==> config.mk <==
export PLATFORM = sky130hd
export DESIGN_NAME = tile_stream_switch
export DESIGN_NICKNAME = d
export VERILOG_FILES = /design/src/rtl/tile_stream_switch.sv
export SDC_FILE = /design/constraint.sdc
export NUM_CORES = 1
export LEC_CHECK = 0
export ABC_CLOCK_PERIOD_IN_PS = 2100
export BUFFER_PORTS_ARGS = -buffer_cell sky130_fd_sc_hd__buf_4
export CAP_MARGIN = 30
export CORE_MARGIN = 10
export CORE_UTILIZATION = 50
export DETAILED_ROUTE_END_ITERATION = 12
export PLACE_DENSITY = 0.8
export SLEW_MARGIN = 20
export SYNTH_ARGS = -nofsm -noshare
export SYNTH_HDL_FRONTEND = slang
export SYNTH_SLANG_ARGS = --single-unit
==> constraint.sdc <==
create_clock -name clk -period 2.1 [get_ports clk]
set_input_delay 0.315 -clock clk [delete_from_list [all_inputs] [get_ports clk]]
set_output_delay 0.315 -clock clk [all_outputs]
set_load 0.1 [all_outputs]
==> src/rtl/tile_stream_switch.sv <==
// tile_stream_switch: routes framed host bytes (valid/ready) to one of four
// tile switch ports, with a fixed settling gap between frames and a
// saturating count of rejected headers.
// Header byte: [7:6]=2'b10, [5:2]=LEN-1 (1..16 payload bytes), [1:0]=tile.
// Optional build macro BROADCAST_EN: header [7:6]=2'b11 writes every payload
// byte to all tile ports at once; without it such a header is rejected.
module tile_stream_switch #(
  parameter int         NUM_TILES  = 4,
  parameter int         GAP_CYCLES = 2,
  parameter logic [7:0] RESET_BYTE = 8'h00
) (
  input  logic                     clk,
  input  logic                     rst_n,
  input  logic [7:0]               in_data,
  input  logic                     in_valid,
  output logic                     in_ready,
  output logic [8*NUM_TILES-1:0]   tile_data_out,
  output logic [NUM_TILES-1:0]     tile_strobe,
  output logic                     busy,
  output logic                     err_pulse,
  output logic [3:0]               err_count
);

`ifdef BROADCAST_EN
  localparam bit BCAST_OK = 1'b1;
`else
  localparam bit BCAST_OK = 1'b0;
`endif

  // Gap counter preload; the counter reaching zero marks the last gap cycle.
  localparam logic [3:0] GAP_LOAD = 4'((GAP_CYCLES > 0) ? GAP_CYCLES - 1 : 0);

  typedef enum logic [1:0] {
    S_IDLE,
    S_PAYLOAD,
    S_GAP
  } state_t;

  state_t                   state_q;
  logic [3:0]               cnt_q;
  logic [1:0]               dest_q;
  logic                     bcast_q;
  logic                     in_ready_q;
  logic                     busy_q;
  logic                     err_pulse_q;
  logic [3:0]               err_count_q;
  logic [3:0]               err_count_d;
  logic [8*NUM_TILES-1:0]   tile_q;
  logic [NUM_TILES-1:0]     strobe_q;

  logic                     accept;
  logic                     hdr_unicast;
  logic                     hdr_bcast;

  function automatic logic [3:0] sat_inc4(input logic [3:0] v);
    return (v == 4'hF) ? v : v + 4'd1;
  endfunction

  // Handshake and header decode; in_ready is a register so there is no
  // combinational path from in_valid back to in_ready.
  always_comb begin
    accept      = in_valid & in_ready_q;
    hdr_unicast = (in_data[7:6] == 2'b10);
    hdr_bcast   = BCAST_OK & (in_data[7:6] == 2'b11);
    err_count_d = sat_inc4(err_count_q);
  end

  // Frame FSM with registered handshake, status and tile port outputs.
  always_ff @(posedge clk or negedge rst_n) begin
    if (!rst_n) begin
      state_q     <= S_IDLE;
      cnt_q       <= 4'd0;
      dest_q      <= 2'd0;
      bcast_q     <= 1'b0;
      in_ready_q  <= 1'b1;
      busy_q      <= 1'b0;
      err_pulse_q <= 1'b0;
      err_count_q <= 4'd0;
      tile_q      <= {NUM_TILES{RESET_BYTE}};
      strobe_q    <= '0;
    end else begin
      strobe_q    <= '0;
      err_pulse_q <= 1'b0;
      case (state_q)
        S_IDLE: begin
          if (accept) begin
            if (hdr_unicast || hdr_bcast) begin
              state_q <= S_PAYLOAD;
              cnt_q   <= in_data[5:2];
              dest_q  <= in_data[1:0];
              bcast_q <= hdr_bcast;
              busy_q  <= 1'b1;
            end else begin
              err_pulse_q <= 1'b1;
              err_count_q <= err_count_d;
            end
          end
        end
        S_PAYLOAD: begin
          if (accept) begin
            for (int i = 0; i < NUM_TILES; i++) begin
              if (bcast_q || (dest_q == 2'(i))) begin
                tile_q[8*i +: 8] <= in_data;
                strobe_q[i]      <= 1'b1;
              end
            end
            if (cnt_q == 4'd0) begin
              if (GAP_CYCLES == 0) begin
                state_q <= S_IDLE;
                busy_q  <= 1'b0;
              end else begin
                state_q    <= S_GAP;
                cnt_q      <= GAP_LOAD;
                in_ready_q <= 1'b0;
              end
            end else begin
              cnt_q <= cnt_q - 4'd1;
            end
          end
        end
        S_GAP: begin
          if (cnt_q == 4'd0) begin
            state_q    <= S_IDLE;
            in_ready_q <= 1'b1;
            busy_q     <= 1'b0;
          end else begin
            cnt_q <= cnt_q - 4'd1;
          end
        end
        default: begin
          state_q    <= S_IDLE;
          cnt_q      <= 4'd0;
          in_ready_q <= 1'b1;
          busy_q     <= 1'b0;
        end
      endcase
    end
  end

  assign in_ready      = in_ready_q;
  assign busy          = busy_q;
  assign err_pulse     = err_pulse_q;
  assign err_count     = err_count_q;
  assign tile_data_out = tile_q;
  assign tile_strobe   = strobe_q;

endmodule

==> Word-level counts from Yosys, hierarchy flattened <==
Index checks and enable logic that the tools add are counted.
{ "word_totals": {"regBits": 51, "inputBits": 11, "word_cells": 73} }
{ "classes": {"muxes": 28, "reduce_logical": 13, "bitwise_logic": 5, "n_addsub": 2, "n_eq_ne": 13} }
{ "op_table": {"columns": ["cell", "n"], "rows": [
  ["$mux W4", 7],
  ["$reduce_and A4 Y1", 4],
  ["$reduce_and A3 Y1", 5],
  ["$mux W1", 12],
  ["$ne A2 B2 Y1 const B", 6],
  ["$pmux W4 S3", 1],
  ["$mux W2", 5],
  ["$eq A2 B2 Y1 const B", 4],
  ["$pmux W1 S3", 2],
  ["$pmux W2 S3", 1],
  ["$reduce_and A5 Y1", 1],
  ["$add A4 B1 Y4 const B", 1],
  ["$eq A2 B1 Y1 const B", 2],
  ["$eq A4 B4 Y1 const B", 1],
  ["$logic_not A2 Y1", 2],
  ["$logic_not A4 Y1", 1],
  ["$not A1 Y1", 4],
  ["$sub A4 B1 Y4 const B", 1],
  ["$and A1 B1 Y1", 1]
]} }

==> Longest topological paths before layout <==
{ "depth": {"ltp_word": 4, "depth_mapped": 7, "depth_no_buf": 6} }

==> Least setup slack after synthesis <==
No wires, ideal clock.
{ "synth_path": {"path_kind": "reg2reg", "startpoint": "reg in_ready_q (netlist: in_ready)", "endpoint": "reg tile_q[0] (netlist: tile_data_out[0])", "t_required_ns": 1.975, "slack_ns": -0.019, "arrival_time_ns": 1.994, "path_stages_with_launch": 4, "path_buffers": 0, "setup_time_ns": 0.125, "synth_period_minus_slack_ns": 2.119, "path_cell_list": "dfstp_2 nand2_1 nor4_4 mux2_2"} }
{ "synth_between": {"elab_chain_len": 2} }
{ "synth_lines": {"columns": ["item", "line", "source"], "rows": [
  ["start: declaration", "43", "logic in_ready_q;"],
  ["start signal: assignment", "75", "in_ready_q <= 1'b1;"],
  ["start signal: assignment", "114", "in_ready_q <= 1'b0;"],
  ["start signal: assignment", "124", "in_ready_q <= 1'b1;"],
  ["$and A1 B1 Y1", "62", "accept = in_valid & in_ready_q;"],
  ["$reduce_and A3 Y1 (no source line)", null, null],
  ["end signal: assignment", "79", "tile_q <= {NUM_TILES{RESET_BYTE}};"],
  ["end signal: indexed assignment", "103", "tile_q[8*i +: 8] <= in_data;"],
  ["end: declaration", "48", "logic [8*NUM_TILES-1:0] tile_q;"]
]} }
Every way passes these cells.
A chain may end at the register's enable or synchronous reset.

==> Worst setup path after layout <==
{ "layout_path": {"startpoint": "reg in_ready_q (netlist: in_ready)", "endpoint": "reg err_count_q[1] (netlist: err_count[1])"} }
{ "layout_between": {"elab_chain_len": 2} }
{ "layout_lines": {"columns": ["item", "line", "source"], "rows": [
  ["$and A1 B1 Y1", "62", null],
  ["$reduce_and A4 Y1 (no source line)", null, null],
  ["end signal: assignment", "95", "err_count_q <= err_count_d;"],
  ["end: declaration", "46", "logic [3:0] err_count_q;"]
]} }
Every way passes these cells.

==> results.md <==
- Vias per cell: 5.47
- Distinct cells, synth: 36
- Initial Util: 51.0%
- Total track usage: between 10% and 20%
- Routed via count: ~1500
- Core Footprint: approximately 4300 sq um
- Min Clock Period, post-route: about 1.8 ns
- FF-to-FF End: err_count[1]
- Layout Nets: ~240
- CTS tree: done
- Final Skew: 0.00396 ns
- Worst slew pin tran: about 0.62 ns
- Port bufs: 53
- Hold_ws: ~0.022 ns
- PD cells: between 900 and 1000 nW/um^2
- Root Driver: clkbuf_8
- Synth area leaders: dfrtp_1, mux2_2, nor4_4, a21oi_1, ha_1
- Max IR drop VDD: roughly 0.52 mV
- Max Slew Vio Count: 0
- CP max stage delay: between 0.6 and 0.7 ns
- Fin crit share: between 80% and 90%
- Crit path max-delay cell type: dfstp_4
- Routed wire length: 5010 microns
- Worst r2r src: in_ready
- Final std cells w/o fill: 277
- Yosys Warn Count: 0
- Hold buffer count at cts: 0
- Final worst slack: approximately 0.34 ns
- Diode count: 0
- CTS resizes: 0
- Vias in the first global route: ~1600
- Setup Total Neg Slack: 0 ns
- Status: completed
- Register area share after synthesis: between 50% and 60%
- Switch Pwr: 1070 uW
- Clock sinks: between 50 and 60
- Clk buf depth: 2
- Number of max-cap violations: 0
- CP Launch Point: in_ready
- GPL Wtd Cong: 0.901
- Die width: ~86 microns
- FMAX: approximately 570 MHz
- Crit path to: err_count[1]
- Max_slew headroom: about three fifths
- RSZ-0062 raised after global routing: no
- CTS buffer count: 5
- Combinational Power Share: ~33%
- Worst endpoint required time: 2.29 ns
- Initial antenna violation count: 0
- DP Worst Slack: 0.354 ns
- First-pass GRT wire length: approximately 8400 microns
- Cell chain of the critical path: nand2_1, nor4_4, mux2_2
- Starting DRC count in detailed routing: about 100
- Top-area cell type share of the netlist area: approximately 57%
- HPWL after DPL: ~3700 microns
- Synth Area per Inst: roughly 13 sq um
- Pleak: between 0.001 and 0.0015 uW
- DRT Pass-1 Iters: 4
- DP Cell Count: 269
- Final setup violation count: 0
- Largest net degree at the start of global routing: 52
- Mapped Nets: 179
- Hold Path Class: primary input to asynchronous set/reset pin
- Clock power share: 20.2%
- Io pins: 54
- H-Tree Depth: 2
- R2r setup slk: roughly 0.34 ns
- Area Overhead vs Synth: 25.1%
- Largest area contributor in the netlist: dfrtp_1
- #FFs+latches synth: slightly above 50
- Fraction of layout cells with a size suffix above 1: between 40% and 50%
- Clock slew at reported path FFs: 0.09 ns
- GRT overflow: 0
- CP Capture Type: register
- Cells on worst reg2reg path: 3
- Final ANT Viol Nets: 0
- Kind of critical path: register to register
- Worst Path Max Fanout: 6
- Sequential fraction of design power: 46.4%
- DR WL/cell: around 18 microns
- CP startpoint kind: register
- Cell Rows: 24
- Switch share: around two fifths
- Die area: between 7000 and 8000 sq um
- Cell area after synthesis: 2200 sq um
- Worst Path Arrival: between 1.5 and 2 ns
- DR DRC count: 0
- Height of the die: about 86 microns
- Post-CTS Setup Inserts: 0
- Layout Utilization: 63.8%
- Synthesized instance count: 165
- Final Hold Fails: 0
- Internal power: between 1500 and 2000 uW
- Clk_lat worst skew: around 0.30 ns
==> final cells by class <==
class	instances	area, sq um
fill	359	1570
sequential	51	1280
multi-input combinational	103	876
timing repair buffer	57	428
clock buffer	6	72.6
tap	52	65.1
inverter	6	22.5
clock inverter	2	12.5
==> power by group through the flow <==
stage / logic [uW] / registers, uW / clock network [uW]
floorplan: 429 / 1520 / 0
global placement: 875 / 1250 / 0
detailed placement: 892 / 1260 / 0
CTS: 894 / 1240 / 563
global route: 958 / 1260 / 602
finish: 891 / 1240 / 540
==> placed cells by master, fill, tap and decap left out, types with 2 or more instances in the layout <==
| master | Yosys | routed |
|---|---|---|
| dfrtp_1 | 50 | 50 |
| xnor2_1 | 2 | 2 |
| mux2_2 | 35 | 35 |
| ha_1 | 3 | 3 |
| clkbuf_8 | 0 | 5 |
| xor2_1 | 2 | 2 |
| nand2b_1 | 2 | 2 |
| inv_1 | 5 | 5 |
| o21ai_0 | 6 | 6 |
| a2bb2oi_1 | 2 | 2 |
| and3_1 | 2 | 2 |
| buf_4 | 2 | 57 |
| nor2_1 | 2 | 2 |
| nand2_1 | 8 | 8 |
| nor4_4 | 3 | 3 |
| and2_1 | 3 | 3 |
| nand3_1 | 2 | 2 |
| a21oi_1 | 9 | 9 |
| nor3_1 | 3 | 3 |
| and2b_1 | 2 | 2 |
| o211ai_1 | 5 | 5 |
==> metal layers <==
layer | GRT usage (%) | part of all wire, % | wire [microns]
met3 | 4.69 | 6.7 | 338
met4 | 5.30 | 1.4 | 72
met1 | 16.4 | 41 | 2080
met2 | 23.2 | 50 | 2520
met5 | 0 | 0 | 0
==> cell families (layout without fill, tap and decap cells) <==
kind of cell	count (synthesis)	after routing	synth area share [%]
simple gates	36	36	11.5
compound gates	25	25	7.04
mux	35	35	17.9
flops	51	51	57.9
xor+xnor	4	4	1.59
buf+inv	11	71	2.33
fa+ha+maj	3	3	1.70
==> per-stage QoR <==
stage	instance area (sq um)	total power, uW
2_1_floorplan	2210	1950
3_3_place_gp	2670	2130
3_5_place_dp	2670	2150
4_1_cts	2760	2700
5_1_grt	2760	2820
6_report	2760	2670
==> worst min path at each step <==
stage          start                end  slack [ns]  cells after the start
2_1_floorplan  rst_n               busy        0.02                      0
3_3_place_gp   rst_n           cnt_q[2]        0.38                      1
3_5_place_dp   rst_n           cnt_q[2]        0.37                      1
4_1_cts        rst_n           cnt_q[2]        0.04                      1
5_1_grt        rst_n  tile_data_out[27]        0.07                      1
6_report       rst_n           cnt_q[2]        0.02                      1
==> worst max-delay path, delay by kind of cell, from the launching register on <==
family | cells | cell delay [ns]
flip-flops | 1 | 0.64
AND/OR/NAND/NOR | 2 | 0.64
multiplexers | 1 | 0.37
==> registers in the layout, indices dropped and copies added (netlist names) <==
signal / count
err_count: 4
tile_data_out: 32
dest_q: 2
cnt_q: 4
state_q: 2
tile_strobe: 4
err_pulse: 1
in_ready: 1
busy: 1
==> cells in the mapped netlist, drive strengths merged <==
| cell type | n |
|---|---|
| and3 | 2 |
| a21bo | 1 |
| nand4 | 2 |
| and2b | 2 |
| nand3 | 2 |
| mux2 | 35 |
| a2bb2oi | 2 |
| dfstp | 1 |
| nor3b | 1 |
| nor3 | 3 |
| o211ai | 5 |
| nor2b | 1 |
| ha | 3 |
| buf | 4 |
| xnor2 | 2 |
| o22ai | 1 |
| or2 | 1 |
| nor2 | 3 |
| and2 | 3 |
| o32ai | 1 |
| nand2 | 8 |
| nand2b | 3 |
| o21ai | 6 |
| or3 | 1 |
| inv | 6 |
| a21oi | 9 |
| clkbuf | 1 |
| or3b | 1 |
| xor2 | 2 |
| dfrtp | 50 |
| nor4 | 3 |
No activity file was read; power rests on OpenSTA's default activity.
